### src/rtl/ps2_receiver_fifo.sv
// ps2_receiver_fifo
// Receives PS/2 keyboard frames (start, 8 data bits LSB first, odd parity, stop),
// folds E0/F0 prefixes into per-entry extended/make flags, and buffers the
// resulting scan codes in a show-ahead FIFO with sticky error flags.
// Optional feature: define PS2_PARITY_CHECK_EN to enable odd-parity checking;
// without it the parity bit is ignored and parity_error is tied to 0.
module ps2_receiver_fifo #(
  parameter int FIFO_DEPTH     = 8,
  parameter int TIMEOUT_CYCLES = 50000
) (
  input  logic                          Clock_50,
  input  logic                          Resetn,
  input  logic                          PS2_clock,
  input  logic                          PS2_data,
  input  logic                          code_read,
  input  logic                          clear_errors,
  output logic [7:0]                    code_data,
  output logic                          code_make,
  output logic                          code_extended,
  output logic                          code_valid,
  output logic [$clog2(FIFO_DEPTH):0]   fifo_count,
  output logic                          parity_error,
  output logic                          framing_error,
  output logic                          overflow
);

  localparam int PTR_W = $clog2(FIFO_DEPTH);
  localparam int CNT_W = PTR_W + 1;
  localparam int TMR_W = $clog2(TIMEOUT_CYCLES + 1);
  localparam logic [CNT_W-1:0] FULL_CNT = CNT_W'(FIFO_DEPTH);
  localparam logic [TMR_W-1:0] TMO_LAST = TMR_W'(TIMEOUT_CYCLES - 1);

  typedef enum logic [1:0] {
    ST_IDLE,
    ST_DATA,
    ST_PARITY,
    ST_STOP
  } state_t;

  typedef struct packed {
    logic       ext;
    logic       make;
    logic [7:0] code;
  } entry_t;

  // Synchroniser chain and edge-detect copy
  logic clk_meta_q, clk_sync_q, clk_dly_q;
  logic dat_meta_q, dat_sync_q;
  logic sample;

  // Frame receiver state
  state_t           state_q, state_d;
  logic [2:0]       bit_cnt_q, bit_cnt_d;
  logic [7:0]       shift_q, shift_d;
  logic [TMR_W-1:0] timer_q, timer_d;
  logic             ext_q, ext_d;
  logic             brk_q, brk_d;
  logic             push;
  logic             frame_err;
  logic             parity_ok;
`ifdef PS2_PARITY_CHECK_EN
  logic             par_q, par_d;
  logic             par_err;
  logic             parity_error_q, parity_error_d;
`endif

  // FIFO state
  entry_t             mem_q [FIFO_DEPTH];
  logic [PTR_W-1:0]   wr_ptr_q, wr_ptr_d;
  logic [PTR_W-1:0]   rd_ptr_q, rd_ptr_d;
  logic [CNT_W-1:0]   count_q, count_d;
  entry_t             held_q, held_d;
  entry_t             push_entry;
  entry_t             head;
  logic               full;
  logic               pop;
  logic               push_ok;
  logic               ovf_new;
  logic               framing_error_q, framing_error_d;
  logic               overflow_q, overflow_d;

  // Two-flop synchronisers plus one delayed copy of the clock for edge detection
  always_ff @(posedge Clock_50 or negedge Resetn) begin
    if (!Resetn) begin
      clk_meta_q <= 1'b0;
      clk_sync_q <= 1'b0;
      clk_dly_q  <= 1'b0;
      dat_meta_q <= 1'b0;
      dat_sync_q <= 1'b0;
    end else begin
      // NOTE: non-blocking assignments make each flop take its neighbour's old value, forming a true chain.
      clk_meta_q <= PS2_clock;
      clk_sync_q <= clk_meta_q;
      clk_dly_q  <= clk_sync_q;
      dat_meta_q <= PS2_data;
      dat_sync_q <= dat_meta_q;
    end
  end

  assign sample = clk_sync_q & ~clk_dly_q;

`ifdef PS2_PARITY_CHECK_EN
  assign parity_ok = ^{shift_q, par_q};
`else
  assign parity_ok = 1'b1;
`endif

  // Frame FSM: next state, shift register, prefix flags, timeout and push request
  always_comb begin
    // NOTE: every signal gets a default first so no path leaves it unassigned (no latch).
    state_d   = state_q;
    bit_cnt_d = bit_cnt_q;
    shift_d   = shift_q;
    timer_d   = timer_q;
    ext_d     = ext_q;
    brk_d     = brk_q;
    push      = 1'b0;
    frame_err = 1'b0;
`ifdef PS2_PARITY_CHECK_EN
    par_d     = par_q;
    par_err   = 1'b0;
`endif
    if (state_q == ST_IDLE) begin
      timer_d = '0;
      if (sample && !dat_sync_q) begin
        state_d   = ST_DATA;
        bit_cnt_d = 3'd0;
      end
    end else if (sample) begin
      timer_d = '0;
      case (state_q)
        ST_DATA: begin
          shift_d   = {dat_sync_q, shift_q[7:1]};
          bit_cnt_d = bit_cnt_q + 3'd1;
          if (bit_cnt_q == 3'd7) state_d = ST_PARITY;
        end
        ST_PARITY: begin
`ifdef PS2_PARITY_CHECK_EN
          par_d = dat_sync_q;
`endif
          state_d = ST_STOP;
        end
        default: begin
          state_d = ST_IDLE;
          if (!dat_sync_q) begin
            frame_err = 1'b1;
            ext_d     = 1'b0;
            brk_d     = 1'b0;
          end else if (!parity_ok) begin
`ifdef PS2_PARITY_CHECK_EN
            par_err = 1'b1;
`endif
            ext_d   = 1'b0;
            brk_d   = 1'b0;
          end else if (shift_q == 8'hE0) begin
            ext_d = 1'b1;
          end else if (shift_q == 8'hF0) begin
            brk_d = 1'b1;
          end else begin
            push  = 1'b1;
            ext_d = 1'b0;
            brk_d = 1'b0;
          end
        end
      endcase
    end else if (timer_q == TMO_LAST) begin
      // Device went quiet mid-frame: drop the partial frame silently
      state_d = ST_IDLE;
      timer_d = '0;
      ext_d   = 1'b0;
      brk_d   = 1'b0;
    end else begin
      timer_d = timer_q + TMR_W'(1);
    end
  end

  // Receiver state registers
  always_ff @(posedge Clock_50 or negedge Resetn) begin
    if (!Resetn) begin
      state_q   <= ST_IDLE;
      bit_cnt_q <= 3'd0;
      shift_q   <= 8'h00;
      timer_q   <= '0;
      ext_q     <= 1'b0;
      brk_q     <= 1'b0;
`ifdef PS2_PARITY_CHECK_EN
      par_q     <= 1'b0;
`endif
    end else begin
      state_q   <= state_d;
      bit_cnt_q <= bit_cnt_d;
      shift_q   <= shift_d;
      timer_q   <= timer_d;
      ext_q     <= ext_d;
      brk_q     <= brk_d;
`ifdef PS2_PARITY_CHECK_EN
      par_q     <= par_d;
`endif
    end
  end

  assign push_entry = '{ext: ext_q, make: ~brk_q, code: shift_q};

  // FIFO control: pointers, occupancy, last-popped head and sticky flags
  always_comb begin
    full     = (count_q == FULL_CNT);
    pop      = code_read && (count_q != '0);
    push_ok  = push && (!full || pop);
    ovf_new  = push && full && !pop;
    wr_ptr_d = wr_ptr_q + PTR_W'(push_ok);
    rd_ptr_d = rd_ptr_q + PTR_W'(pop);
    count_d  = count_q + CNT_W'(push_ok) - CNT_W'(pop);
    held_d   = pop ? mem_q[rd_ptr_q] : held_q;
    framing_error_d = (framing_error_q && !clear_errors) || frame_err;
    overflow_d      = (overflow_q && !clear_errors) || ovf_new;
`ifdef PS2_PARITY_CHECK_EN
    parity_error_d  = (parity_error_q && !clear_errors) || par_err;
`endif
  end

  // FIFO storage write port
  always_ff @(posedge Clock_50) begin
    // NOTE: storage is not reset; a slot is only ever read after it has been written.
    if (push_ok) mem_q[wr_ptr_q] <= push_entry;
  end

  // FIFO control and error flag registers
  always_ff @(posedge Clock_50 or negedge Resetn) begin
    if (!Resetn) begin
      wr_ptr_q        <= '0;
      rd_ptr_q        <= '0;
      count_q         <= '0;
      held_q          <= '0;
      framing_error_q <= 1'b0;
      overflow_q      <= 1'b0;
`ifdef PS2_PARITY_CHECK_EN
      parity_error_q  <= 1'b0;
`endif
    end else begin
      wr_ptr_q        <= wr_ptr_d;
      rd_ptr_q        <= rd_ptr_d;
      count_q         <= count_d;
      held_q          <= held_d;
      framing_error_q <= framing_error_d;
      overflow_q      <= overflow_d;
`ifdef PS2_PARITY_CHECK_EN
      parity_error_q  <= parity_error_d;
`endif
    end
  end

  // Show-ahead head; when empty, hold the last entry popped (0 after reset)
  assign head          = (count_q != '0) ? mem_q[rd_ptr_q] : held_q;
  assign code_data     = head.code;
  assign code_make     = head.make;
  assign code_extended = head.ext;
  assign code_valid    = (count_q != '0);
  assign fifo_count    = count_q;
  assign framing_error = framing_error_q;
  assign overflow      = overflow_q;
`ifdef PS2_PARITY_CHECK_EN
  assign parity_error  = parity_error_q;
`else
  assign parity_error  = 1'b0;
`endif

endmodule

### config.mk
export PLATFORM = sky130hd
export DESIGN_NAME = ps2_receiver_fifo
export DESIGN_NICKNAME = d
export VERILOG_FILES = /design/src/rtl/ps2_receiver_fifo.sv
export SDC_FILE = /design/constraint.sdc
export NUM_CORES = 1
export LEC_CHECK = 0
export ABC_AREA = 1
export CORE_ASPECT_RATIO = 1.4
export CORE_UTILIZATION = 31
export DETAILED_ROUTE_END_ITERATION = 10
export GPL_TIMING_DRIVEN = 0
export PLACE_DENSITY_LB_ADDON = 0.12
export SYNTH_ARGS = -nofsm -noshare
export SYNTH_HDL_FRONTEND = slang
export SYNTH_SLANG_ARGS = --single-unit
### constraint.sdc
create_clock -name Clock_50 -period 2.9 [get_ports Clock_50]
set_clock_uncertainty 0.05 [all_clocks]
set_input_delay 0.435 -clock Clock_50 [delete_from_list [all_inputs] [get_ports Clock_50]]
set_output_delay 0.435 -clock Clock_50 [all_outputs]
set_load 0.005 [all_outputs]
======== Word-level counts from Yosys, hierarchy flattened ========
Memory sizes are Yosys's and may differ from the RTL's.
Cells that the tools add are included.
word-level totals
  word-level logic and storage cells ...... 105
  RAM bits ................................ 80
  register bits after elaboration ......... 58
  output and inout bits ................... 18
  input bits .............................. 6
  memories ................................ 1
memories
  name   depth  width  rd ports  clocked after memory_dff  write ports  line  RTL
  mem_q  8      10     1         0                         1            68    entry_t mem_q [FIFO_DEPTH];
cells by class
  multiplexer cells ....................... 37
  reductions and logical operators ........ 26
  eq/ne operators ......................... 12
  $add $sub $neg .......................... 6
  bitwise gates (word level) .............. 4
operator list
  kind                                            number
  2-to-1 mux 16 bit                               3
  2-to-1 mux 1 bit                                23
  adder 16 x 1 -> 16 bit (second input constant)  1
  equality test 16 bit (second input constant)    1
  equality test 8 bit (second input constant)     2
  2-to-1 mux 3 bit                                4
  2-to-1 mux 10 bit                               1
  2-to-1 mux 2 bit                                5
  AND reduction 3 bit                             3
  inequality test 4 bit (second input constant)   2
  AND reduction 4 bit                             2
  logical AND 1 bit                               7
  adder 3 x 1 -> 3 bit                            2
  nonzero test 2 bit                              3
  adder 4 x 1 -> 4 bit                            1
  equality test 4 bit (second input constant)     1
  zero test 1 bit                                 4
  one-hot mux 2 bit (2 select lines)              1
  nonzero test 4 bit                              1
  subtractor 4 x 1 -> 4 bit                       1
  adder 3 x 1 -> 3 bit (second input constant)    1
  equality test 3 bit (second input constant)     1
  logical OR 1 bit                                3
  inequality test 3 bit (second input constant)   1
  9 further kinds                                 11

======== Depth between registers and ports, before layout ========
  word-level depth ........................ 10
  depth in mapped cells ................... 13
  depth with buffers taken out ............ 13

======== Least setup slack after synthesis ========
OpenSTA, ideal clock, no wires.
  path type ............................... register to register
  start ................................... register state_q[0]
  end ..................................... memory mem_q[0][0] (netlist name), enable pin
  cell stages (with the launch flop) ...... 8
  library setup time ...................... 0.390 ns
  path slack .............................. 0.555 ns
  data required time ...................... 2.460 ns
  period minus slack after synthesis ...... 2.345 ns
  data arrival time ....................... 1.905 ns
  buffers on the path ..................... 0
  cells stage by stage .................... dfrtp_1 inv_1 ha_1 nor2_1 nand2_1 nor2_2 nand2_2 nor3_1
between the ends
  longest elaborated chain between the ends .. 8
  elaborated cells between the ends (all ways) .. 10
  classes of those cells .................. 2 x eq/ne; 5 x mux; 3 x reduce/logical
ends and longest elaborated chain
  element                                                              line  RTL
  start, declared                                                      52    state_t state_q, state_d;
  start signal, assigned                                               190   state_q <= state_d;
  equality test 2 bit or equality test 2 x 1 -> 1 bit (tied branches)  131   case (state_q)
  OR reduction 2 bit (no line)                                         --
  2-to-1 mux 1 bit                                                     131
  2-to-1 mux 1 bit                                                     129   end else if (sample) begin
  2-to-1 mux 1 bit *                                                   123   if (state_q == ST_IDLE) begin
  logical AND 1 bit *                                                  208   push_ok = push && (!full || pop);
  2-to-1 mux 1 bit *                                                   224   if (push_ok) mem_q[wr_ptr_q] <= push_entry;
  2-to-1 mux 1 bit (not written as such) *                             224
  end, declared                                                        68
Every way passes the cells marked *; elsewhere a longest branch is shown, timed or not.

======== Final worst setup path ========
  start ................................... register rd_ptr_q[0]
  end ..................................... output port code_data[0]
between the ends
  longest elaborated chain between the ends .. 2
ends and longest elaborated chain
  element                   line  RTL
  start, declared           70    logic [PTR_W-1:0] rd_ptr_q, rd_ptr_d;
  start signal, assigned    241   rd_ptr_q <= rd_ptr_d;
  memory read (8 x 10 bit)  --
  2-to-1 mux 10 bit         253   assign head = (count_q != '0) ? mem_q[rd_ptr_q] : held_q;
  end, declared             17    output logic [7:0] code_data,
Every way passes these cells.

==> metrics.md <==
| Metric | Value |
|---|---|
| Fin. max-slew vios | `0` |
| Initial antenna violation count | `0` |
| Crit path launch type | `flop` |
| Dominant cell type by area after synthesis | `edfxtp_1` |
| Final period util | `98.3%` |
| Avg Cell Area, Syn | `10.0 um2` |
| Num Clock Sinks | `about 140` |
| Worst slew pin tran | `0.943 ns` |
| Vias per inst | `4.61` |
| Horiz. Die Dim | `121 um` |
| Hold Vio Cnt, Final | `0` |
| Synth-to-layout area growth | `19.8%` |
| Vias in the first global route | `approximately 4400` |
| All-Layer GR Usage | `15.2%` |
| # setup viols final | `0` |
| Drt initial violations | `359` |
| Synth cell types | `33` |
| Primary FF master, synth | `edfxtp_1` |
| H-tree depth | `4` |
| Switching Fraction | `34.9%` |
| Die H | `169 um` |
| Total number of vias | `approximately 4300` |
| Die area | `20400 um2` |
| Largest net degree at the start of global routing | `38` |
| Cells after Synth | `616` |
| Total global routing overflow | `0` |
| Sequential power share | `37.1%` |
| FMAX | `about 350 MHz` |
| Run status | `finished clean` |
| Clock Latency Late Sink | `0.42 ns` |
| CP startpoint | `rd_ptr_q[0]` |
| CP Capture Type | `output port` |
| Starting Density | `a little under a third` |
| Core area | `19400 um2` |
| ANT cells | `0` |
| Syn nets | `around 640` |
| RSZ-0062 raised after global routing | `yes` |
| WL final | `14200 um` |
| Top-level port count | `24` |
| RD Place Congestion | `0.807` |
| Clock power frac | `29.8%` |
| Combinational share of power | `33.0%` |
| WL/cell | `about 15 um` |
| Fraction of registers with async set/reset | `between 40 and 50%` |
| Cell chain of the critical path | `inv_2 > buf_6 > o21ai_1 > o21ai_1 > nand2_1 > nand2_1 > nand2_1 > nand2_1 > clkdlybuf4s50_1` |
| Crit path required time | `2.41 ns` |
| CP max FO | `10` |
| Max_slew headroom | `36.8%` |
| Hpwl dp | `9890 um` |
| Setup WS pre-CTS | `-0.0384 ns` |
| Post-CTS repair timing setup buffer count | `0` |
| Critical Path AT | `about 2.4 ns` |
| TritonCTS clock tree | `yes` |
| EDFF count, synth | `80` |
| Sequential area share after synthesis | `62.6%` |
| Nets@finish | `684` |
| DP Area | `6760 um2` |
| Overall Power | `7220 uW` |
| Remaining antenna violation count | `0` |
| Most common cell in the netlist | `nand2_1` |
| FP Rows | `60` |
| Post-synth top cells | `159 x nand2_1, 90 x nor2_1, 80 x edfxtp_1, 58 x dfrtp_1, 41 x o21ai_1` |
| Crit Path Category | `reg -> out` |
| Residual DRC count | `0` |
| Int Pwr | `between 4000 and 5000 uW` |
| Synth top area share | `roughly two fifths` |
| Clk pin slew, worst setup/hold paths | `0.06 ns` |
| Hold WC Path Type | `reg -> reg` |
| Seq cells post-synth | `between 100 and 150` |
| Power Density | `979 nW/um2` |
| First-pass GRT wire length | `23100 um` |
| Switch Pwr | `2520 uW` |
| WHS | `0.297 ns` |
| Critical Path Slowest Stage Cell | `dfrtp_2` |
| Synth Cell Area | `6160 um2` |
| Critical path's largest stage delay | `roughly 0.47 ns` |
| DR pass1 iterations | `4` |
| Final setup margin | `0.0506 ns` |
| FF-to-FF End | `mem_q[3][6]` |
| Reg2reg path depth | `7` |
| Clock Tree Buf Depth | `2` |
| Flop2flop setup slack | `0.33 ns` |
| Worst vdd ir | `0.000353 V` |
| CTS Buf Count | `17` |
| End of the critical path | `code_data[0]` |
| Most common cell on crit path | `nand2_1` |
| Reg-to-reg critical path startpoint | `state_q[0]` |
| Filler Cell Count | `1931` |
| CTS Root Cell | `clkbuf_16` |
| Top cells by area, synth | `edfxtp_1 39%, dfrtp_1 24%, nand2_1 9.7%, nor2_1 5.5%, o21ai_1 3.3%` |
| Share of layout cells above drive strength 1 | `approximately an eighth` |
| Min cycle time layout | `2.85 ns` |
| Input/output buffers | `22` |
| Fin area | `between 7000 and 8000 um2` |
| Max Cap Viol | `0` |
| Synth warn | `0` |
| LEAKAGE | `0.00306 uW` |
cells in the final DEF (no fill, tap or decap), drive strengths merged:
master           n
a21oi            7
a32o             1
buf             20
bufinv           2
clkbuf          25
clkdlybuf4s50   21
clkinv           7
clkinvlp         3
conb             1
dfrtp           58
dlygate4sd3      1
edfxtp          80
fa               1
ha              15
inv             47
nand2          165
nand3           18
nand4            4
nor2            97
nor3            18
nor3b            3
nor4             1
o21a             1
o21ai           72
o31ai            1
xnor2            3
xor2             3
registers in the layout, indices dropped and copies added (netlist names), 2 cells and up:
signal      flops
wr_ptr_q        3
mem_q          80
bit_cnt_q       3
shift_q         8
timer_q        16
rd_ptr_q        3
held_q         10
fifo_count      4
state_q         2
critical path: cells and delay by family (launching register included):
family	cells	cell delay [ns]
buffers and inverters	3	0.69
AO/OA/AOI/OAI	2	0.48
flip-flops	1	0.47
AND/OR/NAND/NOR	4	0.32
worst min path at each step:
stage / startpoint / slack, ns / cells past startpoint / end
2_1_floorplan: Resetn / 0.09 / 0 / bit_cnt_q[0]
3_3_place_gp: dat_meta_q / 0.29 / 0 / dat_sync_q
3_5_place_dp: dat_meta_q / 0.29 / 0 / dat_sync_q
4_1_cts: clk_meta_q / 0.30 / 0 / clk_sync_q
5_1_grt: dat_meta_q / 0.31 / 0 / dat_sync_q
6_report: clk_meta_q / 0.30 / 0 / clk_sync_q
power by group through the flow:
stage | Clock [uW] | Sequential, uW | Combinational [uW]
after floorplan | 0 | 2600 | 1510
after global placement | 0 | 2710 | 2360
after detailed placement | 0 | 2720 | 2420
after CTS | 2210 | 2680 | 2430
after global routing | 2290 | 2720 | 2730
final | 2160 | 2680 | 2390
cell type report:
class,instances,area [um2],area share (%)
buffer,19,149,2.02
clock buffer,21,470,6.38
clock inverter,11,119,1.61
inverter,48,180,2.44
multi-input combinational,411,2020,27.3
sequential,138,3860,52.3
tap,248,310,4.21
timing repair buffer,27,273,3.70
metrics by stage:
stage                     instances  utilization [%]  TNS, ns
final                           923             38.1        0
after global routing            923             38.1  -0.0632
after CTS                       923             38.0    -1.04
after detailed placement        890             34.9   -0.731
after global placement          886             34.5   -45.81
after floorplan                 616                -        0
repair_timing:
item                       4_1_cts  5_1_grt
setup endpoints to repair       26        7
hold buffers                     1        0
gates cloned                     0        0
hold endpoints to repair        21        0
resized for setup                3        3
metal layers:
metal | global-route usage (%) | routed length (um)
met1 | 17.6 | 6160
met2 | 27.2 | 7470
met3 | 2.76 | 320
met4 | 6.12 | 239
met5 | 0 | 0
cells by family (layout without fill, tap and decap cells):
family	after synthesis	after routing	share of synthesized area (%)
AOI/OAI and AO/OA	82	82	6.83
xor gates and xnor gates	6	6	0.854
adders and majority gates	16	16	3.37
buffers and inverters	67	126	5.26
DFF	138	138	62.6
other	1	1	0.0609
and+or+nand+nor	306	306	21.0
Power figures use the tool's default switching activity.
